### config.mk
export PLATFORM = sky130hd
export DESIGN_NAME = centroid_tracker
export DESIGN_NICKNAME = d
export VERILOG_FILES = /design/src/rtl/tracker_pkg.sv /design/src/rtl/divider_serial.sv /design/src/rtl/centroid_tracker.sv
export SDC_FILE = /design/constraint.sdc
export NUM_CORES = 1
export LEC_CHECK = 0
export BUFFER_PORTS_ARGS = -buffer_cell sky130_fd_sc_hd__buf_4
export CAP_MARGIN = 25
export CELL_PAD_IN_SITES_DETAIL_PLACEMENT = 1
export CELL_PAD_IN_SITES_GLOBAL_PLACEMENT = 1
export CORE_MARGIN = 2
export CORE_UTILIZATION = 48
export DETAILED_ROUTE_END_ITERATION = 16
export PLACE_DENSITY = 0.83
export RECOVER_POWER = 100
export REMOVE_ABC_BUFFERS = 1
export SLEW_MARGIN = 15
export SYNTH_ARGS = -nofsm -noshare
export SYNTH_HDL_FRONTEND = slang
export SYNTH_SLANG_ARGS = --single-unit
### constraint.sdc
create_clock -name clk_in -period 5.4 [get_ports clk_in]
set_input_delay 0.81 -clock clk_in [delete_from_list [all_inputs] [get_ports clk_in]]
set_output_delay 0.81 -clock clk_in [all_outputs]
set_load 0.02 [all_outputs]
### src/rtl/tracker_pkg.sv
// Shared types and widths for the centroid tracker.
//   tracker_state_t : control FSM states
//   SUMX_W/SUMY_W   : moment accumulator widths (sized for 1024x768)
//   CNT_W           : masked-pixel counter width
//   DIV_W           : serial divider operand width
//   rgb565_t        : RGB565 pixel view
//   pixel_masked()  : colour threshold predicate
package tracker_pkg;

    typedef enum logic [1:0] {IDLE, DIVIDE, DONE} tracker_state_t;

    localparam int unsigned SUMX_W = 31;
    localparam int unsigned SUMY_W = 30;
    localparam int unsigned CNT_W  = 20;
    localparam int unsigned DIV_W  = 32;

    typedef struct packed {
        logic [4:0] r;
        logic [5:0] g;
        logic [4:0] b;
    } rgb565_t;

    function automatic logic pixel_masked(input rgb565_t pix, input logic [4:0] r_min,
                                          input logic [5:0] g_max, input logic [4:0] b_max);
        return (pix.r >= r_min) && (pix.g <= g_max) && (pix.b <= b_max);
    endfunction

endpackage

### src/rtl/divider_serial.sv
// Restoring unsigned divider, one quotient bit per cycle.
// The first iteration runs on the start_in edge, so done_out pulses exactly WIDTH cycles
// after start_in. A zero divisor still runs the full sequence and returns quotient 0.
// Ports:
//   clk_in, rst_in (async, active-low)
//   start_in     : 1-cycle start pulse, samples dividend_in/divisor_in
//   dividend_in  : WIDTH-bit dividend
//   divisor_in   : WIDTH-bit divisor
//   quotient_out : truncated quotient, valid from done_out onwards
//   done_out     : 1-cycle completion pulse
module divider_serial
    import tracker_pkg::*;
#(
    parameter int unsigned WIDTH = DIV_W
) (
    input  logic             clk_in,
    input  logic             rst_in,
    input  logic             start_in,
    input  logic [WIDTH-1:0] dividend_in,
    input  logic [WIDTH-1:0] divisor_in,
    output logic [WIDTH-1:0] quotient_out,
    output logic             done_out
);

    localparam int unsigned ITER_W = $clog2(WIDTH);

    logic [WIDTH-1:0]  r_rem;
    logic [WIDTH-1:0]  r_quo;
    logic [WIDTH-1:0]  r_div;
    logic [ITER_W-1:0] r_iter;
    logic              r_busy;
    logic              r_zero;
    logic              r_done;

    logic [WIDTH-1:0]  w_rem_src;
    logic [WIDTH-1:0]  w_quo_src;
    logic [WIDTH-1:0]  w_div_src;
    logic [WIDTH:0]    w_rem_sh;
    logic [WIDTH:0]    w_diff;
    logic              w_fits;
    logic [WIDTH-1:0]  w_rem_nxt;
    logic [WIDTH-1:0]  w_quo_nxt;

    // On start, iterate directly on the fresh operands.
    always_comb begin
        w_rem_src = start_in ? '0 : r_rem;
        w_quo_src = start_in ? dividend_in : r_quo;
        w_div_src = start_in ? divisor_in : r_div;
        w_rem_sh  = {w_rem_src, w_quo_src[WIDTH-1]};
        w_diff    = w_rem_sh - {1'b0, w_div_src};
        w_fits    = ~w_diff[WIDTH];
        w_rem_nxt = w_fits ? w_diff[WIDTH-1:0] : w_rem_sh[WIDTH-1:0];
        w_quo_nxt = {w_quo_src[WIDTH-2:0], w_fits};
    end

    always_ff @(posedge clk_in or negedge rst_in) begin
        if (!rst_in) begin
            r_rem  <= '0;
            r_quo  <= '0;
            r_div  <= '0;
            r_iter <= '0;
            r_busy <= 1'b0;
            r_zero <= 1'b0;
            r_done <= 1'b0;
        end else begin
            r_done <= 1'b0;
            if (start_in) begin
                r_rem  <= w_rem_nxt;
                r_quo  <= w_quo_nxt;
                r_div  <= divisor_in;
                r_zero <= (divisor_in == '0);
                r_iter <= ITER_W'(1);
                r_busy <= 1'b1;
            end else if (r_busy) begin
                r_rem  <= w_rem_nxt;
                r_quo  <= w_quo_nxt;
                r_iter <= r_iter + 1'b1;
                if (r_iter == ITER_W'(WIDTH - 1)) begin
                    r_busy <= 1'b0;
                    r_done <= 1'b1;
                end
            end
        end
    end

    assign quotient_out = r_zero ? '0 : r_quo;
    assign done_out     = r_done;

endmodule

### src/rtl/centroid_tracker.sv
// Pen-tip centroid tracker: thresholds an RGB565 stream into a mask, accumulates X/Y moments
// and a pixel count per frame, then divides serially at frame end and reports the centroid
// 34 cycles after the frame-end pixel. A 1-cycle-delayed mask stream feeds the debug overlay.
// Optional feature macro: CENTROID_BBOX_EN adds per-frame bounding-box outputs.
// Ports:
//   clk_in, rst_in (async, active-low)
//   data_valid_in, pixel_data_in, hcount_in, vcount_in : filtered pixel stream
//   r_min_in, g_max_in, b_max_in                        : mask thresholds
//   mask_valid_out, mask_out, hcount_out, vcount_out    : delayed mask stream
//   x_out, y_out, count_out, found_out, valid_out       : per-frame centroid report
//   frame_drop_out                                      : frame end seen while busy
//   bbox_*_out (CENTROID_BBOX_EN only)                  : masked-pixel bounding box
module centroid_tracker
    import tracker_pkg::*;
#(
    parameter int unsigned H_ACTIVE  = 1024,
    parameter int unsigned V_ACTIVE  = 768,
    parameter int unsigned MIN_COUNT = 16
) (
    input  logic        clk_in,
    input  logic        rst_in,
    input  logic        data_valid_in,
    input  logic [15:0] pixel_data_in,
    input  logic [10:0] hcount_in,
    input  logic [9:0]  vcount_in,
    input  logic [4:0]  r_min_in,
    input  logic [5:0]  g_max_in,
    input  logic [4:0]  b_max_in,
    output logic        mask_valid_out,
    output logic        mask_out,
    output logic [10:0] hcount_out,
    output logic [9:0]  vcount_out,
    output logic [10:0] x_out,
    output logic [9:0]  y_out,
    output logic [19:0] count_out,
    output logic        found_out,
    output logic        valid_out,
    output logic        frame_drop_out
`ifdef CENTROID_BBOX_EN
    ,
    output logic [10:0] bbox_xmin_out,
    output logic [10:0] bbox_xmax_out,
    output logic [9:0]  bbox_ymin_out,
    output logic [9:0]  bbox_ymax_out
`endif
);

    localparam logic [10:0]      H_LAST  = 11'(H_ACTIVE - 1);
    localparam logic [9:0]       V_LAST  = 10'(V_ACTIVE - 1);
    localparam logic [CNT_W-1:0] MIN_CNT = CNT_W'(MIN_COUNT);

    tracker_state_t r_state;

    logic              r_mask_valid;
    logic              r_mask;
    logic [10:0]       r_hcount;
    logic [9:0]        r_vcount;

    logic [SUMX_W-1:0] r_sum_x;
    logic [SUMY_W-1:0] r_sum_y;
    logic [CNT_W-1:0]  r_cnt;
    logic [DIV_W-1:0]  r_op_x;
    logic [DIV_W-1:0]  r_op_y;
    logic [CNT_W-1:0]  r_op_cnt;
    logic              r_start;

    logic [10:0]       r_x;
    logic [9:0]        r_y;
    logic [CNT_W-1:0]  r_count;
    logic              r_found;
    logic              r_valid;
    logic              r_drop;

    rgb565_t           w_pix;
    logic              w_mask;
    logic              w_eof;
    logic [SUMX_W-1:0] w_sum_x_nxt;
    logic [SUMY_W-1:0] w_sum_y_nxt;
    logic [CNT_W-1:0]  w_cnt_nxt;
    logic [DIV_W-1:0]  w_divisor;
    logic [DIV_W-1:0]  w_quo_x;
    logic [DIV_W-1:0]  w_quo_y;
    logic              w_done_x;
    logic              w_done_y;
    logic              w_unused_quo;

    assign w_pix  = rgb565_t'(pixel_data_in);
    assign w_mask = data_valid_in && pixel_masked(w_pix, r_min_in, g_max_in, b_max_in);
    assign w_eof  = data_valid_in && (hcount_in == H_LAST) && (vcount_in == V_LAST);

    // Next accumulator values include the current pixel, so the EOF pixel is counted.
    assign w_sum_x_nxt = r_sum_x + (w_mask ? SUMX_W'(hcount_in) : '0);
    assign w_sum_y_nxt = r_sum_y + (w_mask ? SUMY_W'(vcount_in) : '0);
    assign w_cnt_nxt   = r_cnt + (w_mask ? CNT_W'(1) : '0);
    assign w_divisor   = DIV_W'(r_op_cnt);

    // Quotients never exceed the active area, so only the low bits are reported.
    assign w_unused_quo = ^{w_quo_x[DIV_W-1:11], w_quo_y[DIV_W-1:10]};

    always_ff @(posedge clk_in or negedge rst_in) begin
        if (!rst_in) begin
            r_mask_valid <= 1'b0;
            r_mask       <= 1'b0;
            r_hcount     <= '0;
            r_vcount     <= '0;
        end else begin
            r_mask_valid <= data_valid_in;
            r_mask       <= w_mask;
            r_hcount     <= hcount_in;
            r_vcount     <= vcount_in;
        end
    end

`ifdef CENTROID_BBOX_EN
    logic [10:0] r_xmin, r_xmax, r_op_xmin, r_op_xmax, r_bb_xmin, r_bb_xmax;
    logic [9:0]  r_ymin, r_ymax, r_op_ymin, r_op_ymax, r_bb_ymin, r_bb_ymax;
    logic [10:0] w_xmin_nxt, w_xmax_nxt;
    logic [9:0]  w_ymin_nxt, w_ymax_nxt;

    assign w_xmin_nxt = (w_mask && hcount_in < r_xmin) ? hcount_in : r_xmin;
    assign w_xmax_nxt = (w_mask && hcount_in > r_xmax) ? hcount_in : r_xmax;
    assign w_ymin_nxt = (w_mask && vcount_in < r_ymin) ? vcount_in : r_ymin;
    assign w_ymax_nxt = (w_mask && vcount_in > r_ymax) ? vcount_in : r_ymax;

    always_ff @(posedge clk_in or negedge rst_in) begin
        if (!rst_in) begin
            r_xmin    <= '1;
            r_xmax    <= '0;
            r_ymin    <= '1;
            r_ymax    <= '0;
            r_op_xmin <= '0;
            r_op_xmax <= '0;
            r_op_ymin <= '0;
            r_op_ymax <= '0;
            r_bb_xmin <= '0;
            r_bb_xmax <= '0;
            r_bb_ymin <= '0;
            r_bb_ymax <= '0;
        end else begin
            if (w_eof) begin
                r_xmin <= '1;
                r_xmax <= '0;
                r_ymin <= '1;
                r_ymax <= '0;
                if (r_state == IDLE) begin
                    r_op_xmin <= w_xmin_nxt;
                    r_op_xmax <= w_xmax_nxt;
                    r_op_ymin <= w_ymin_nxt;
                    r_op_ymax <= w_ymax_nxt;
                end
            end else begin
                r_xmin <= w_xmin_nxt;
                r_xmax <= w_xmax_nxt;
                r_ymin <= w_ymin_nxt;
                r_ymax <= w_ymax_nxt;
            end
            if (r_state == DONE) begin
                // An empty frame reports a zero box rather than the reset sentinels.
                r_bb_xmin <= (r_op_cnt == '0) ? '0 : r_op_xmin;
                r_bb_xmax <= (r_op_cnt == '0) ? '0 : r_op_xmax;
                r_bb_ymin <= (r_op_cnt == '0) ? '0 : r_op_ymin;
                r_bb_ymax <= (r_op_cnt == '0) ? '0 : r_op_ymax;
            end
        end
    end

    assign bbox_xmin_out = r_bb_xmin;
    assign bbox_xmax_out = r_bb_xmax;
    assign bbox_ymin_out = r_bb_ymin;
    assign bbox_ymax_out = r_bb_ymax;
`endif

    always_ff @(posedge clk_in or negedge rst_in) begin
        if (!rst_in) begin
            r_state  <= IDLE;
            r_sum_x  <= '0;
            r_sum_y  <= '0;
            r_cnt    <= '0;
            r_op_x   <= '0;
            r_op_y   <= '0;
            r_op_cnt <= '0;
            r_start  <= 1'b0;
            r_x      <= '0;
            r_y      <= '0;
            r_count  <= '0;
            r_found  <= 1'b0;
            r_valid  <= 1'b0;
            r_drop   <= 1'b0;
        end else begin
            r_start <= 1'b0;
            r_valid <= 1'b0;
            r_drop  <= 1'b0;

            if (w_eof) begin
                r_sum_x <= '0;
                r_sum_y <= '0;
                r_cnt   <= '0;
                if (r_state == IDLE) begin
                    r_op_x   <= DIV_W'(w_sum_x_nxt);
                    r_op_y   <= DIV_W'(w_sum_y_nxt);
                    r_op_cnt <= w_cnt_nxt;
                    r_start  <= 1'b1;
                    r_state  <= DIVIDE;
                end else begin
                    r_drop <= 1'b1;
                end
            end else begin
                r_sum_x <= w_sum_x_nxt;
                r_sum_y <= w_sum_y_nxt;
                r_cnt   <= w_cnt_nxt;
            end

            unique case (r_state)
                IDLE: ;
                DIVIDE: begin
                    if (w_done_x && w_done_y) begin
                        r_state <= DONE;
                    end
                end
                DONE: begin
                    r_x     <= w_quo_x[10:0];
                    r_y     <= w_quo_y[9:0];
                    r_count <= r_op_cnt;
                    r_found <= (r_op_cnt >= MIN_CNT);
                    r_valid <= 1'b1;
                    r_state <= IDLE;
                end
                default: r_state <= IDLE;
            endcase
        end
    end

    divider_serial #(
        .WIDTH(DIV_W)
    ) u_div_x (
        .clk_in      (clk_in),
        .rst_in      (rst_in),
        .start_in    (r_start),
        .dividend_in (r_op_x),
        .divisor_in  (w_divisor),
        .quotient_out(w_quo_x),
        .done_out    (w_done_x)
    );

    divider_serial #(
        .WIDTH(DIV_W)
    ) u_div_y (
        .clk_in      (clk_in),
        .rst_in      (rst_in),
        .start_in    (r_start),
        .dividend_in (r_op_y),
        .divisor_in  (w_divisor),
        .quotient_out(w_quo_y),
        .done_out    (w_done_y)
    );

    assign mask_valid_out = r_mask_valid;
    assign mask_out       = r_mask;
    assign hcount_out     = r_hcount;
    assign vcount_out     = r_vcount;
    assign x_out          = r_x;
    assign y_out          = r_y;
    assign count_out      = r_count;
    assign found_out      = r_found;
    assign valid_out      = r_valid;
    assign frame_drop_out = r_drop;

endmodule

==> out/results.ini, run 1 <==
[power]
p_leak_nw = 12.5
ir_drop_v = 0.000234
p_per_area_mw_per_mm2 = 281

[floorplanning]
chipHeight_um = 224
die-area_mm2 = 0.0500
start_util_pct = 48.6
row_count = 80
ioPinCount = 123
core_mm2 = 0.0476
die_width_um = 224

[timing]
whs_ns = 0.353
drv_slew = 636
max_freq_ghz = 0.199
relSlewSlack_pct = -145
setup_viol = 0
worst_pin_slew_ns = 3.67
period_needed_ns = 5.03
rsz0062_at_grt = false
period_share_pct = 93.1
setup_tns_ns = 0
skew_ns = 0.0287
hold_violations = 0

[critical_path]
critPathMaxStageDelay_ns = 0.77
critPathRequiredTime_ns = 5.85
critPathTopFamily = compound AO/OA/AOI/OAI gates
crit_path_end_kind = flop
path_cells = clkbuf_1 -> nand2_1 -> o21a_1 -> ha_1 -> o211ai_2 -> a21oi_2 -> o41a_4 -> a211oi_4 -> a22o_4 -> o31ai_4 -> nand3b_1 -> o311a_1 -> buf_4 -> o22ai_1
critPathBufInv = 2
worstSetupPathType = reg2reg
start_kind = flop
rrSetupSlack_ns = 0.37
critical_path_arrival_ns = 5.47
crit_fanout = 43
slowest_stage = dfrtp_4

[final_layout]
final_cell_area_mm2 = 0.0258
final_common_cell = dfrtp_1
nFillCells = 5367
drive_above_1_share_pct = 6.60
fin_util_pct = 54.1
nets = 2699
final_cell_mix = dfrtp_1, nand2_1, o21ai_0
syn2layout_area_growth_pct = 11.4

[cts]
cts_setup_buffers = 0
cts_root_buf = clkbuf_16
cts_max_level = 2
insertion_delay_ns = 0.61
cts_tree = yes
cts-buffers-inserted = 47
cts_max_path_buffers = 3
cts_sinks = 439
cts_resized = 0
cts-hold-fix-buffers = 0
clkTransAtPathRegs_ns = 0.06

[route]
dr.pass1.iters = 5
wl_per_cell_um = 19.8
routed_wirelength_mm = 63.0
via_per_inst = 5.70
dr_total_vias = 18121
drc_errors = 0
ant_nets = 0
drtIter0Drc = 1058

[global_routing]
track_usage_pct = 25.9
grt_overflow = 0
met1_usage_pct = 32.2
antenna_found_initial = 1
grt_pass1_vias = 20165
grt.met2_usage_pct = 46.1
grt_max_degree = 106
grt_pass1_wl_mm = 105
grt.busiest_layer = met2
use_met3_pct = 4.13

[placement]
placed_cell_area_mm2 = 0.0247
port_buffers = 122
hpwl_mm = 42.9
gp_congestion = 0.884

[worst_hold_path]
hold_class = in2reg

[synth]
synth_async_sr_flop_share_pct = 100
seq_area_frac_synth_pct = 47.5
synth_seq_cells = 439
netlist_area_mm2 = 0.0231
synth-edff-count = 0
synth_ff_type = dfrtp_1
syn_inst = 2449
synth_cell_types = 74
avgSynthCellArea_um2 = 9.45
synth_warnings = 0

[run_status]
status = complete, but fails checks
violations = max-capacitance violations, max-slew violations

[run]
max_cap_viol_count = 9

[stage by stage]
stage | cells | power, mW | worst slack [ns]
floorplan | 2325 | 3.88 | -5.24
global route | 3177 | 7.52 | 0.0706
detailed placement | 3097 | 4.17 | -0.0339
global placement | 3097 | 4.11 | 0.251
finish | 3178 | 7.25 | 0.371
CTS | 3176 | 7.34 | 0.529
[power breakdown]
part / internal [mW] / leakage, nW / switching, mW
combinational: 0.226 / 5.76 / 0.389
clock: 1.79 / 0.730 / 1.37
sequential: 3.41 / 6.02 / 0.0695
total: 5.42 / 12.5 / 1.83
[metal layers]
layer / wire (µm) / share of wire (%)
met1: 27000 / 43
met2: 31800 / 51
met3: 2200 / 3.5
met4: 1890 / 3.0
met5: 0 / 0
[cells by family after synthesis]
kind of cell    count (synthesis)  synth area share, %
simple gates                  806                 16.6
compound gates                573                 15.2
flops                         439                 47.5
buf+inv                       278                 4.66
xor+xnor                      139                 5.29
fa+ha+maj                     111                 6.13
mux                           103                 4.59
[Yosys cell counts (all sizes together), types with 44 or more instances]
master / instances / area, µm²
xor2: 55 / 489
o21a: 54 / 405
nor2: 164 / 616
clkbuf: 103 / 387
dfrtp: 439 / 11000
xnor2: 84 / 736
nand2b: 55 / 344
nand3: 44 / 220
mux2i: 81 / 811
a21oi: 115 / 583
o21ai: 231 / 1160
inv: 154 / 578
nand2: 307 / 1150
nor2b: 90 / 563
ha: 107 / 1340
[state kept, by name, indices dropped and copies added (netlist names), 30 cells and up]
register	cells
u_div_x.r_div	32
r_op_x	31
u_div_x.r_rem	32
u_div_y.r_rem	32
r_sum_y	30
r_op_y	30
u_div_y.r_div	32
u_div_x.r_quo	32
r_sum_x	31
u_div_y.r_quo	32
[worst paths after layout]
kind | cells after the start | to | startpoint
max in group asynchronous | 2 | u_div_y.r_div[24] | rst_in
hold reg to reg | 2 | u_div_y.r_rem[6] | u_div_y.r_rem[6]
setup reg to reg | 14 | u_div_x.r_rem[20] | r_start
min in group asynchronous | 1 | r_cnt[11] | rst_in
setup / recovery | 14 | u_div_x.r_rem[20] | r_start
hold / removal | 1 | vcount_out[6] | vcount_in[6]
[cell type report]
type	instances	area, µm²	area share [%]
Timing Repair Buffer	158	866	3.36
Tap cell	615	769	2.99
Antenna cell	1	2.50	0.00971
Sequential cell	439	11000	42.7
Inverter	154	578	2.24
Clock buffer	71	1400	5.42
Clock inverter	8	83.8	0.325
Multi-Input combinational cell	1732	11100	43.0
No activity file was read; power rests on OpenSTA's default activity.
==> run 2: changes to the inputs <==
- CORE_ASPECT_RATIO: default -> 1.4
- CORE_UTILIZATION: 48 -> 35
- PLACE_DENSITY: 0.83 -> 0.64
==> out/results.ini, run 2 (synthesis gave the netlist of run 1 again) <==
[critical_path]
crit_path_end_kind = flop
r2r_end = u_div_x.r_rem[16]
critPathRequiredTime_ns = 5.82
path_cells = buf_12 -> clkbuf_1 -> nor2b_1 -> ha_1 -> a21oi_1 -> nor2_1 -> o2111ai_1 -> a31oi_1 -> a211oi_1 -> o31ai_4 -> xor2_2 -> clkbuf_2 -> buf_4 -> mux2i_1 -> o21ai_0
r2r-start = r_start
slowest_stage = dfrtp_1
worstSetupPathType = reg2reg
r2r_cells = 15
critPathMaxStageDelay_ns = 0.66
critical_path_arrival_ns = 5.40
rrSetupSlack_ns = 0.43
start_kind = flop
crit_fanout = 70

[final_layout]
nets = 2709
num_antenna_cells = 0
seq_area_mm2 = 0.0110
final_cell_area_mm2 = 0.0263
drive_above_1_share_pct = 7.36
syn2layout_area_growth_pct = 13.6
nFillCells = 7534
final_common_cell = dfrtp_1
multi_input_area_mm2 = 0.0111
final_cell_mix = dfrtp_1, nand2_1, o21ai_0

[timing]
period_needed_ns = 4.97
period_share_pct = 92.1
relSlewSlack_pct = -185
setup_viol = 0
rsz0062_at_grt = false
setup_tns_ns = 0
drv_slew = 224
skew_ns = 0.0193
whs_ns = 0.349
worst_pin_slew_ns = 4.27
hold_violations = 0
max_freq_ghz = 0.201

[route]
dr_total_vias = 17730
drtIter0Drc = 682
dr.pass1.iters = 6
via_per_inst = 5.17
routed_wirelength_mm = 61.0
ant_nets = 0
wl_per_cell_um = 17.8
drc_errors = 0

[power]
p_leak_nw = 12.6
p_int_mw = 5.64
power_frac_clock_pct = 46.0
p_switching_mw = 1.90
combPwrFrac_pct = 7.9
switching_share_pct = 25.2
ir_drop_v = 0.000226
p_seq_share_pct = 46.1
p_per_area_mw_per_mm2 = 287

[cts]
cts-hold-fix-buffers = 0
clkTransAtPathRegs_ns = 0.07
cts_setup_buffers = 0
cts_root_buf = clkbuf_16
insertion_delay_ns = 0.60
cts-buffers-inserted = 47
cts_max_level = 2
cts_max_path_buffers = 3
cts_tree = yes
cts_resized = 0
cts_sinks = 439

[run_status]
status = complete, but fails checks
violations = max-capacitance violations, max-slew violations

[global_routing]
grt_pass1_wl_mm = 102
grt_overflow = 0
antenna_found_initial = 1
track_usage_pct = 18.1
grt_pass1_vias = 19300
grt_max_degree = 120

[worst_hold_path]
holdPathEnd = vcount_out[8]
hold_path_startpoint = vcount_in[8]
hold_class = in2reg
hold_depth = 1

[run]
max_cap_viol_count = 5

[floorplanning]
row_count = 111
start_util_pct = 35.4
die_width_um = 221
die-area_mm2 = 0.0682
ioPinCount = 123
core_mm2 = 0.0654
chipHeight_um = 308

[placement]
port_buffers = 122
hpwl_mm = 43.1
placed_cell_area_mm2 = 0.0251
gp_congestion = 0.838

-- run 2: cell types whose count changed in the layout (fill, tap and decap cells not counted), moves of 3 or more --
cell,before,now
buf_4,45,52
clkinvlp_4,0,6
bufinv_16,0,5
clkinv_2,5,10
o21ai_0,224,229
o21ai_1,7,2
clkbuf_1,112,109
clkbuf_8,11,8
clkinv_4,1,4
-- run 2: cell type report --
type	count	area share, %
Sequential cell	439	41.8
Inverter	154	2.20
Multi-Input combinational cell	1732	42.1
Timing Repair Buffer	168	3.53
Tap cell	847	4.03
Clock buffer	61	5.06
Clock inverter	27	1.26
-- run 2: how the worst max path moves through the flow --
stage	start	to	depth (start not counted)
after global placement	pixel_data_in[6]	r_op_y[29]	23
after CTS	pixel_data_in[6]	r_op_y[27]	23
after detailed placement	pixel_data_in[6]	r_op_y[21]	23
after global routing	rst_in	u_div_y.r_busy	2
after floorplan	vcount_in[8]	r_op_cnt[0]	7
final	r_start	u_div_x.r_rem[16]	15
-- run 2: stage by stage --
step	power [mW]	utilization [%]	setup slack, ns	cells
finish	7.53	40.2	0.427	3428
global route	7.86	40.2	0.0896	3428
CTS	7.67	40.9	0.528	3428
detailed placement	4.16	38.3	-0.0403	3340
global placement	4.12	38.3	0.0377	3340
floorplan	3.88	-	-5.24	2325
-- run 2: layer usage --
layer	up-vias	part of all wire, %	GRT usage, %
li1	8509	-	-
met1	8905	41	21.0
met2	233	52	33.8
met3	83	3.7	3.13
met4	0	2.9	5.70
met5	-	0	0
-- run 2: power by group through the flow --
stage               combinational [mW]  clock, mW  sequential (mW)
floorplan                        0.354          0             3.53
global placement                 0.594          0             3.53
detailed placement               0.621          0             3.54
CTS                              0.633       3.57             3.48
global route                     0.685       3.69             3.49
finish                           0.596       3.46             3.48
-- run 2: critical path: cells and delay by family (launching register included) --
family / cells / cell delay, ns
simple gates: 2 / 0.21
flops: 1 / 0.66
fa+ha+maj: 1 / 0.39
mux: 1 / 0.22
xor+xnor: 1 / 0.22
compound gates: 6 / 1.56
buf+inv: 4 / 1.49
==> run 3: changes to the inputs <==
- CAP_MARGIN: 25 -> 0
- CORE_ASPECT_RATIO: 1.4 -> default
==> out/results.ini, run 3 (synthesis gave the netlist of run 1 again) <==
[global_routing]
track_usage_pct = 18.0
grt_pass1_vias = 19010
antenna_found_initial = 1
grt_pass1_wl_mm = 100
grt_overflow = 0
grt_max_degree = 105

[cts]
cts-hold-fix-buffers = 0
cts_max_path_buffers = 3
cts_root_buf = clkbuf_16
insertion_delay_ns = 0.62
cts_tree = yes
cts_sinks = 439
cts_resized = 0
cts_setup_buffers = 0
cts_max_level = 2
clkTransAtPathRegs_ns = 0.06
cts-buffers-inserted = 51

[final_layout]
multi_input_area_mm2 = 0.0111
final_cell_mix = dfrtp_1, nand2_1, o21ai_0
nets = 2698
stdcell_count = 3432
seq_area_mm2 = 0.0110
nFillCells = 7515
final_cell_area_mm2 = 0.0262
num_antenna_cells = 0
drive_above_1_share_pct = 6.66
final_common_cell = dfrtp_1
syn2layout_area_growth_pct = 13.4

[floorplanning]
core_mm2 = 0.0656
die-area_mm2 = 0.0682
chipHeight_um = 261
die_width_um = 261
ioPinCount = 123
row_count = 94
start_util_pct = 35.3

[critical_path]
start_kind = flop
critical_path_arrival_ns = 5.44
r2r_cells = 13
crit_path_end_kind = flop
critPathRequiredTime_ns = 5.85
worstSetupPathType = reg2reg
crit_fanout = 71

[route]
drtIter0Drc = 750
dr_total_vias = 17621
drc_errors = 0
wl_per_cell_um = 17.4
routed_wirelength_mm = 59.9
ant_nets = 0
via_per_inst = 5.13
dr.pass1.iters = 5

[timing]
worst_pin_slew_ns = 3.84
setup_slack_ns = 0.411
period_share_pct = 92.4
period_needed_ns = 4.99
skew_ns = 0.0298
relSlewSlack_pct = -156
max_freq_ghz = 0.200
hold_violations = 0
drv_slew = 508
whs_ns = 0.342
rsz0062_at_grt = false
setup_viol = 0

[placement]
hpwl_mm = 41.5
port_buffers = 122
placed_cell_area_mm2 = 0.0250
dp_cells = 3342
dp_slack_ns = -0.0255
gp_congestion = 0.874

[worst_hold_path]
hold_depth = 1
hold_class = in2reg

[run]
max_cap_viol_count = 8

[power]
ir_drop_v = 0.000232
p_leak_nw = 12.6
p_per_area_mw_per_mm2 = 287

[run_status]
violations = max-capacitance violations, max-slew violations
status = complete, but fails checks

[run 3: cell types whose count changed in the layout (fill, tap and decap cells not counted), sizes merged]
cell | before | now
clkinvlp | 6 | 0
clkbuf | 171 | 183
buf | 58 | 49
bufinv | 5 | 3
clkinv | 15 | 8
inv | 155 | 154
[run 3: metal layers]
metal	global-route usage [%]	routed length, µm	vias to the layer above
li1	-	-	8498
met1	23.2	27400	8780
met2	30.5	28200	247
met3	3.07	2300	96
met4	6.36	1940	0
met5	0	0	-
[run 3: through the flow]
stage               utilization, %  power [mW]  TNS (ns)
floorplan                        -        3.88   -721.90
finish                        40.0        7.54         0
global route                  40.0        7.89         0
global placement              38.1        4.11         0
CTS                           40.6        7.70         0
detailed placement            38.1        4.15   -0.0351
[run 3: power breakdown]
group | switching [mW] | total, mW | leakage [nW] | internal [mW]
Sequential | 0.0648 | 3.48 | 6.02 | 3.41
Combinational | 0.364 | 0.585 | 5.74 | 0.222
Clock | 1.44 | 3.48 | 0.820 | 2.05
Total | 1.86 | 7.54 | 12.6 | 5.68
[run 3: path summary, 6_finish.rpt]
kind,startpoint,to,slack (ns)
setup / recovery,r_start,u_div_x.r_rem[18],0.41
hold / removal,hcount_in[7],hcount_out[7],0.34
setup reg to reg,r_start,u_div_x.r_rem[18],0.41
hold reg to reg,u_div_x.r_rem[9],u_div_x.r_rem[9],0.47
max in group asynchronous,rst_in,r_sum_y[6],1.80
min in group asynchronous,rst_in,r_cnt[17],1.04
[run 3: layout make-up]
| cell class | count | area share, % |
|---|---|---|
| Multi-Input combinational cell | 1732 | 42.2 |
| Sequential cell | 439 | 41.9 |
| Clock buffer | 79 | 5.68 |
| Tap cell | 864 | 4.12 |
| Timing Repair Buffer | 153 | 3.15 |
| Inverter | 154 | 2.20 |
| Clock inverter | 11 | 0.744 |
[run 3: critical path, cell delays in order (launching register included)]
cell      delay [ns]
dfrtp_4         0.94
clkbuf_1        0.72
o21a_1          0.26
ha_1            0.28
o211ai_2        0.17
a21oi_2         0.07
o41a_4          0.48
a211oi_4        0.35
a22o_1          0.33
o31ai_4         0.19
nand3b_1        0.17
o311a_1         0.46
buf_4           0.28
o22ai_1         0.11
